### src/rtl/rob_wfi_snpt_ctrl.sv
// ROB-side WFI sleep controller and circular rename-snapshot tracker.
// Gates commit while a WFI drains and sleeps, and selects restore points for redirects.
module rob_wfi_snpt_ctrl #(
    parameter int SNPT_NUM = 4,
    parameter int ROBIDX_W = 8,
    parameter int TMO_W = 16,
    parameter logic [TMO_W-1:0] WFI_TMO = 16'hFFFF
) (
    input  logic                        clk,
    input  logic                        rst,
    input  logic                        io_wfi_req,
    input  logic                        io_wfi_enable,
    input  logic                        io_wfi_safeFromMem,
    input  logic                        io_wfi_safeFromFrontend,
    input  logic                        io_csr_intrBitSet,
    input  logic                        io_csr_wfiEvent,
    input  logic                        io_csr_criticalErrorState,
    input  logic                        io_snpt_enq,
    input  logic [ROBIDX_W-1:0]         io_snpt_enqRobIdx,
    input  logic                        io_snpt_snptDeq,
    input  logic                        io_snpt_useSnpt,
    input  logic [$clog2(SNPT_NUM)-1:0] io_snpt_snptSelect,
    input  logic [SNPT_NUM-1:0]         io_snpt_flushVec,
    output logic                        o_wfi_sleeping,
    output logic                        o_wfi_blockCommit,
    output logic                        o_wfi_wakeup,
    output logic                        o_wfi_done,
    output logic [SNPT_NUM-1:0]         o_snpt_valid,
    output logic                        o_snpt_full,
    output logic                        o_snpt_restore_valid,
    output logic [ROBIDX_W-1:0]         o_snpt_restore_robIdx
);

    localparam int PTR_W = $clog2(SNPT_NUM);
    localparam logic [TMO_W-1:0] TMO_LAST = WFI_TMO - TMO_W'(1);

    typedef enum logic [1:0] {
        IDLE  = 2'd0,
        DRAIN = 2'd1,
        WAIT  = 2'd2,
        WAKE  = 2'd3
    } wfi_state_t;

    wfi_state_t       state, state_nxt;
    logic [TMO_W-1:0] tmo_cnt, tmo_cnt_nxt;
    logic             done_q, done_nxt;
    logic             wake_evt, tmo_hit, drained;

    assign wake_evt = io_csr_intrBitSet | io_csr_wfiEvent;
    assign drained  = io_wfi_safeFromMem & io_wfi_safeFromFrontend;
    assign tmo_hit  = (WFI_TMO != '0) && (tmo_cnt == TMO_LAST);

    always_ff @(posedge clk) begin
        if (rst) begin
            state   <= IDLE;
            tmo_cnt <= '0;
            done_q  <= 1'b0;
        end else begin
            state   <= state_nxt;
            tmo_cnt <= tmo_cnt_nxt;
            done_q  <= done_nxt;
        end
    end

    // Critical error beats every wake source; a wake beats the drained condition.
    always_comb begin
        state_nxt   = state;
        tmo_cnt_nxt = tmo_cnt;
        done_nxt    = 1'b0;
        case (state)
            IDLE: begin
                if (io_wfi_req) begin
                    if (io_wfi_enable && !io_csr_criticalErrorState) state_nxt = DRAIN;
                    else                                            done_nxt  = 1'b1;
                end
            end
            DRAIN: begin
                if (io_csr_criticalErrorState) state_nxt = IDLE;
                else if (wake_evt)             state_nxt = WAKE;
                else if (drained) begin
                    state_nxt   = WAIT;
                    tmo_cnt_nxt = '0;
                end
            end
            WAIT: begin
                if (tmo_cnt != '1) tmo_cnt_nxt = tmo_cnt + TMO_W'(1);
                if (io_csr_criticalErrorState)  state_nxt = IDLE;
                else if (wake_evt || tmo_hit)   state_nxt = WAKE;
            end
            WAKE:    state_nxt = IDLE;
            default: state_nxt = IDLE;
        endcase
    end

    assign o_wfi_sleeping    = (state == WAIT);
    assign o_wfi_blockCommit = (state == DRAIN) || (state == WAIT);
    assign o_wfi_wakeup      = (state == WAKE);
    assign o_wfi_done        = done_q;

    logic [SNPT_NUM-1:0] valid, valid_nxt, younger;
    logic [ROBIDX_W-1:0] rob_idx [SNPT_NUM];
    logic [PTR_W-1:0]    enq_ptr, deq_ptr, enq_ptr_nxt, deq_ptr_nxt, age_sel;
    logic                sel_ok, deq_fire, enq_fire;
    logic                restore_valid;
    logic [ROBIDX_W-1:0] restore_idx;

    assign sel_ok   = io_snpt_useSnpt & valid[io_snpt_snptSelect];
    assign deq_fire = io_snpt_snptDeq & valid[deq_ptr];
    assign enq_fire = io_snpt_enq & (~valid[enq_ptr] | (deq_fire & (deq_ptr == enq_ptr)));
    assign age_sel  = io_snpt_snptSelect - deq_ptr;

    // Age is distance from the oldest pointer; anything older-than-select survives a restore.
    always_comb begin
        logic [PTR_W-1:0] age_i;
        age_i   = '0;
        younger = '0;
        for (int i = 0; i < SNPT_NUM; i++) begin
            age_i      = PTR_W'(i) - deq_ptr;
            younger[i] = (age_i > age_sel);
        end
    end

    always_comb begin
        valid_nxt   = valid & ~io_snpt_flushVec;
        enq_ptr_nxt = enq_ptr;
        deq_ptr_nxt = deq_ptr;
        if (sel_ok) begin
            valid_nxt   = valid_nxt & ~younger;
            enq_ptr_nxt = io_snpt_snptSelect + PTR_W'(1);
        end else begin
            if (deq_fire) begin
                valid_nxt[deq_ptr] = 1'b0;
                deq_ptr_nxt        = deq_ptr + PTR_W'(1);
            end else if (!valid[deq_ptr] && (deq_ptr != enq_ptr)) begin
                deq_ptr_nxt = deq_ptr + PTR_W'(1);
            end
            if (enq_fire) begin
                valid_nxt[enq_ptr] = 1'b1;
                enq_ptr_nxt        = enq_ptr + PTR_W'(1);
            end
        end
    end

    always_ff @(posedge clk) begin
        if (rst) begin
            valid         <= '0;
            enq_ptr       <= '0;
            deq_ptr       <= '0;
            restore_valid <= 1'b0;
            restore_idx   <= '0;
        end else begin
            valid         <= valid_nxt;
            enq_ptr       <= enq_ptr_nxt;
            deq_ptr       <= deq_ptr_nxt;
            restore_valid <= sel_ok;
            if (sel_ok) restore_idx <= rob_idx[io_snpt_snptSelect];
        end
    end

    always_ff @(posedge clk) begin
        if (enq_fire && !sel_ok) rob_idx[enq_ptr] <= io_snpt_enqRobIdx;
    end

    assign o_snpt_valid          = valid;
    assign o_snpt_full           = &valid;
    assign o_snpt_restore_valid  = restore_valid;
    assign o_snpt_restore_robIdx = restore_idx;

endmodule

### config.mk
export PLATFORM = sky130hd
export DESIGN_NAME = rob_wfi_snpt_ctrl
export DESIGN_NICKNAME = d
export VERILOG_FILES = /design/src/rtl/rob_wfi_snpt_ctrl.sv
export SDC_FILE = /design/constraint.sdc
export NUM_CORES = 1
export LEC_CHECK = 0
export BUFFER_PORTS_ARGS = -buffer_cell sky130_fd_sc_hd__buf_2
export CAP_MARGIN = 30
export CORE_UTILIZATION = 35
export CTS_CLUSTER_DIAMETER = 200
export CTS_CLUSTER_SIZE = 12
export DETAILED_ROUTE_END_ITERATION = 12
export GPL_ROUTABILITY_DRIVEN = 0
export PLACE_DENSITY = 0.56
export SLEW_MARGIN = 5
export SYNTH_ARGS = -nofsm -noshare
export SYNTH_HDL_FRONTEND = slang
export SYNTH_SLANG_ARGS = --single-unit
### constraint.sdc
create_clock -name clk -period 7.25 [get_ports clk]
set_clock_uncertainty 0.05 [all_clocks]
set_input_delay 0.3625 -clock clk [delete_from_list [all_inputs] [get_ports clk]]
set_output_delay 0.3625 -clock clk [all_outputs]
set_load 0.02 [all_outputs]
# Word-level counts from Yosys, hierarchy flattened

Memories as Yosys holds them, arrays and structs flattened. A register that Yosys moved wholly into a read port is not among the register bits.
Cells that the tools add are included.

Register bits: 28
RAM bits: 32
Input port bits: 26
Output and inout port bits: 18
Word-level logic and storage cells: 112
Memories kept: 1

Memories:

| name    | depth | width | read ports | clocked after memory_dff | wr ports | RTL line | RTL |
|---|---|---|---|---|---|---|---|
| rob_idx | 4     | 8     | 1          | 1                        | 1        | 101      | `logic [ROBIDX_W-1:0] rob_idx [SNPT_NUM];` |

Add/subtract/negate cells: 9
Order comparisons: 9
Equal/unequal tests: 15
Muxes and demuxes: 34
Bitwise gates (word level): 18
Reduce and logical (&&, ||, !) cells: 19

Operator list:

| cell                                                                                 | count |
|---|---|
| 16-bit two-way mux                                                                   | 4 |
| 16-bit case mux with 2 select lines                                                  | 1 |
| 2-bit two-way mux                                                                    | 11 |
| 16-bit by 1-bit adder with 16-bit output (second input constant)                     | 1 |
| 16-bit equality test (second input constant)                                         | 1 |
| 4-bit two-way mux                                                                    | 4 |
| 16-bit inequality test (second input constant)                                       | 1 |
| 4-bit bitwise AND                                                                    | 3 |
| 4-bit inverter                                                                       | 3 |
| 2-bit inequality test (second input constant)                                        | 5 |
| 2-bit by 3-bit less-than comparator with 1-bit output (second input constant)        | 3 |
| 2-bit > comparator                                                                   | 4 |
| 1-bit two-way mux                                                                    | 8 |
| 2-bit case mux with 4 select lines                                                   | 1 |
| 4-bit AND reduction                                                                  | 2 |
| 2-bit by 1-bit adder with 2-bit output (second input constant)                       | 3 |
| 1-bit binary-select mux with 2-bit select                                            | 3 |
| 2-bit nonzero test                                                                   | 3 |
| 1-bit bitwise AND                                                                    | 5 |
| 1-bit logical AND                                                                    | 5 |
| 5-bit AND reduction                                                                  | 1 |
| 1-bit demux with 2-bit select                                                        | 2 |
| 2-bit equality test (second input constant)                                          | 2 |
| 2-bit by 1-bit greater-or-equal comparator with 1-bit output (second input constant) | 2 |
| other kinds (17)                                                                     | 26 |

# Logic depth before layout (Yosys ltp)

Depth after elaboration: 11
Depth in mapped cells: 10
Mapped depth without buffers: 9

# Worst setup path before layout

OpenSTA, ideal clock, no wires.

Path kind: input to register
Start: input io_snpt_snptSelect[0]
End: register valid[0], in the netlist o_snpt_valid[0]
Arrival: 2394 ps
Slack: 4684 ps
Cell stages on the path: 10
Buffers on the path: 1
Path through: buf_1 inv_1 ha_1 xor2_1 xnor2_1 ha_1 a21oi_1 a211o_1 nand4_1 o21ai_0

Longest elaborated chain between the ends: 5
Elaborated cells on any way between the ends: 8

RTL lines:

| element                | RTL line | RTL |
|---|---|---|
| start: declaration     | 22       | `input logic [$clog2(SNPT_NUM)-1:0] io_snpt_snptSelect,` |
| 2-bit subtractor       | 110      | `assign age_sel = io_snpt_snptSelect - deq_ptr;` |
| 2-bit > comparator     | 119      | `younger[i] = (age_i > age_sel);` |
| 4-bit inverter         | 128      | `valid_nxt = valid_nxt & ~younger;` |
| 4-bit bitwise AND      | 128      |  |
| 4-bit two-way mux *    | 127      | `if (sel_ok) begin` |
| end signal: assignment | 152      | `valid <= valid_nxt;` |
| end: declaration       | 100      | `logic [SNPT_NUM-1:0] valid, valid_nxt, younger;` |

Every way passes the cells marked *; elsewhere a longest branch is shown, timed or not. The select of a mux whose other input is x is not followed.
A chain may end at the register's enable or synchronous reset.

# Worst setup path after layout

Start: input io_snpt_snptSelect[0]
End: memory rob_idx[3][7], enable pin

Longest elaborated chain between the ends: 7

RTL lines:

| element                                   | RTL line | RTL |
|---|---|---|
| 1-bit binary-select mux with 2-bit select | 107      | `assign sel_ok = io_snpt_useSnpt & valid[io_snpt_snptSelect];` |
| 1-bit two-way mux (implied by the code)   | 107      |  |
| 1-bit bitwise AND                         | 107      |  |
| 1-bit logical NOT                         | 161      | `if (enq_fire && !sel_ok) rob_idx[enq_ptr] <= io_snpt_enqRobIdx;` |
| 1-bit logical AND                         | 161      |  |
| 1-bit two-way mux                         | 161      |  |
| 1-bit two-way mux (implied by the code)   | 161      |  |
| end: declaration                          | 101      |  |

No other way between the ends. The select of a mux whose other input is x is not followed.

==> qor.csv <==
stage;metric;value;unit
outcome;status;completed;
synthesis;synth unique cells;46;
worst_setup_path;worst reg2reg path depth;4;
worst_hold_path;worst hold path class;input port to flop;
synthesis;Synth Warn #;0;
power;Psw;0.000294;W
worst_setup_path;Crit Path Max Fanout;18;
clock_network;Clock Sinks;68;
clock_network;Num CTS Buffers;9;
global_route;first-pass GRT wire length;10900;um
sta;worst slew pin tran;0.694;ns
power;Logic pwr share;0.212;
routing;router iterations before antenna repair;4;
synthesis;sequential share of the synthesized area;0.499;
global_route;GR Layer Usage met3;0.0390;
floorplanning;number of cell rows;35;
worst_setup_path;crit end category;flop;
global_route;largest net degree at the start of global routing;26;
placement;Final HPWL DP;4940;um
clock_network;Post-CTS Setup Bufs;0;
synthesis;post-synthesis register bit count;68;
worst_setup_path;CP arrival;2.54;ns
synthesis;FFs w/ async S/R, synth;0;
worst_setup_path;FF-to-FF setup slack;4.67;ns
sta;Hold Violations, Final;0;
sta;setup TNS;0;ns
placement;# port buffers;43;
sta;WHS;0.187;ns
routing;Via-to-Cell Ratio;4.93;
finish;nets;390;
worst_setup_path;worst reg2reg startpoint;o_snpt_valid[3];
global_route;vias in the first global route;2275;
power;PD cells;254;nW/um^2
worst_setup_path;CP startpoint kind;input port;
floorplanning;die outline width;100;um
routing;DRC;0;
power;leakage power total;1.42;nW
global_route;antenna violations before repair;0;
clock_network;cts hold-fix bufs;0;
clock_network;CTS tree;done;
global_route;met2 usage;0.227;
routing;mean routed wirelength per cell;13.8;um
floorplanning;total die area;10000;um^2
routing;Total Wirelength;6660;um
routing;Post-DRT Antenna Nets;0;
clock_network;Max clock buf depth;2;
finish;share of layout cells above drive strength 1;0.218;
synthesis;Syn Inst Count;311;
finish;ANT cells;0;
clock_network;Worst-path clk slew;0.08;ns
sta;fin. max-slew vios;0;
floorplanning;die height;100;um
routing;via count;2381;
global_route;GRT Overall Usage;0.143;
synthesis;post-synth top area share;0.285;
floorplanning;Std-Cell Core Area;9280;um^2
synthesis;Post-synth EDFFs;32;
synthesis;Main synth FF type;dfxtp_1;
synthesis;area leader, netlist;edfxtp_1;
worst_hold_path;Hold Path Cell Cnt;1;
worst_setup_path;Setup CP Type;input port to flop;
sta;Final Cycle Share;0.361;
clock_network;Clock Latency Late Sink;0.34;ns
floorplanning;Ports;44;
clock_network;# H-tree levels;3;
global_route;busiest grt layer;met2;
global_route;GRT overflow;0;
floorplanning;initial core utilization;0.363;
power;Internal Pwr Total;0.000688;W
power;maximum VDD drop;103;uV
power;sw frac;0.299;
synthesis;Syn Area/Cell;10.8;um^2
sta;RSZ-0062 raised after global routing;no;
power;sequential share of power;0.476;
sta;Final setup viols;0;
sta;Fmax achieved;382;MHz
worst_hold_path;WHS Endpoint;rob_idx[3][6];
synthesis;Synthesized Nets;352;
job;max_cap viols;0;
sta;final worst slack;4.63;ns
finish;Core Util, Final;0.416;
power;clock power share;0.313;
worst_setup_path;CP required;7.17;ns
synthesis;Mapped Area;3370;um^2
clock_network;CTS resizes;0;
worst_setup_path;Reg2Reg Capture Point;rob_idx[3][7];
clock_network;CTS Root Cell;clkbuf_8;
worst_hold_path;hold path startpoint;io_snpt_enqRobIdx[6];
synthesis;most frequent cells after synthesis;dfxtp_1 (36), nor2_1 (34), nand2_1 (33), edfxtp_1 (32);
routing;DRT iter0 DRCs;56;
sta;worst relative slew slack;0.537;
global_route;met1 global-route usage;0.179;
finish;Area Growth Syn to Fin;14.8;%
synthesis;Synth area leaders;edfxtp_1 (29%), dfxtp_1 (21%), mux4_2 (7.4%);
synthesis;most common cell in the synthesized netlist;dfxtp_1;
placement;dpl ws;4.24;ns
sta;Final min period;2.62;ns
[layout by cell type, fill, tap and decap left out, types with 2 or more instances in the layout]
| cell type | count |
|---|---|
| a21oi_1 | 15 |
| nor2_1 | 34 |
| mux2i_1 | 2 |
| mux4_2 | 11 |
| inv_1 | 12 |
| nand3_1 | 8 |
| o2111ai_1 | 2 |
| dfxtp_1 | 36 |
| or3_1 | 2 |
| xor2_1 | 12 |
| a211o_1 | 2 |
| clkinv_4 | 3 |
| nor4_1 | 5 |
| and2_1 | 5 |
| o21ai_0 | 8 |
| o22ai_1 | 2 |
| clkbuf_8 | 9 |
| nand4_1 | 10 |
| buf_2 | 43 |
| o211ai_1 | 7 |
| edfxtp_1 | 32 |
| xnor2_1 | 10 |
| o21bai_1 | 2 |
| a31o_2 | 2 |
| and4_1 | 4 |
| nor3_1 | 5 |
| nand2_1 | 33 |
| ha_1 | 15 |
| clkinv_2 | 2 |
| and3_1 | 3 |
[worst max-delay path by stage]
| stage | start | to | slack [ns] | depth (start not counted) |
|---|---|---|---|---|
| floorplan | io_snpt_snptSelect[0] | o_snpt_valid[0] | 4.68 | 10 |
| global placement | io_snpt_snptSelect[0] | rob_idx[3][2] | 4.33 | 5 |
| detailed placement | io_snpt_snptSelect[0] | rob_idx[3][4] | 4.24 | 5 |
| CTS | io_snpt_snptSelect[0] | rob_idx[3][4] | 4.61 | 5 |
| global route | io_snpt_snptSelect[0] | rob_idx[3][4] | 4.41 | 5 |
| finish | io_snpt_snptSelect[0] | rob_idx[3][7] | 4.63 | 5 |
[state kept, by name, indices dropped and copies added (netlist names)]
register and flops:
deq_ptr 2, enq_ptr 2, o_snpt_restore_robIdx 8, o_snpt_restore_valid 1, o_snpt_valid 4, o_wfi_done 1, rob_idx 32, state 2
tmo_cnt 16
[power groups by stage]
stage	logic (W)	registers, W	clock network (W)
2_1_floorplan	0.000180	0.000460	0
3_3_place_gp	0.000205	0.000475	0
3_5_place_dp	0.000207	0.000475	0
4_1_cts	0.000209	0.000467	0.000317
5_1_grt	0.000229	0.000472	0.000332
6_report	0.000208	0.000467	0.000307
[final cells by class]
cell class	instances	area (um^2)
clock inverter	7	75.1
clock buffer	9	124
timing repair buffer	43	215
fill	913	5420
tap	129	161
sequential	68	1680
multi-input combinational	215	1560
inverter	12	45.0
[metrics by stage]
stage	cell area, um^2	power, W	cells
floorplan	3370	0.000639	311
global placement	3670	0.000681	467
detailed placement	3670	0.000682	467
CTS	3870	0.000992	483
global route	3870	0.00103	483
finish	3870	0.000981	483
[kinds of logic after synthesis]
logic type	synth area share
AO/OA/AOI/OAI	0.105
XOR/XNOR	0.0572
adder cells (fa/ha/maj)	0.0557
buffers and inverters	0.0364
flip-flops	0.499
multiplexers	0.0795
AND/OR/NAND/NOR	0.167
[routing by layer]
metal  vias to the layer above  wire length, um
met4                         0              208
met2                        52             3200
met1                      1110             2990
met5                         -                0
li1                       1206                -
met3                        13              264
[critical path, cell delays in order]
cell	delay, ns
buf_2	0.32
mux4_2	0.56
nand2_1	0.48
nand3_1	0.27
nor2_1	0.54
(Power assumes the default switching activity.)
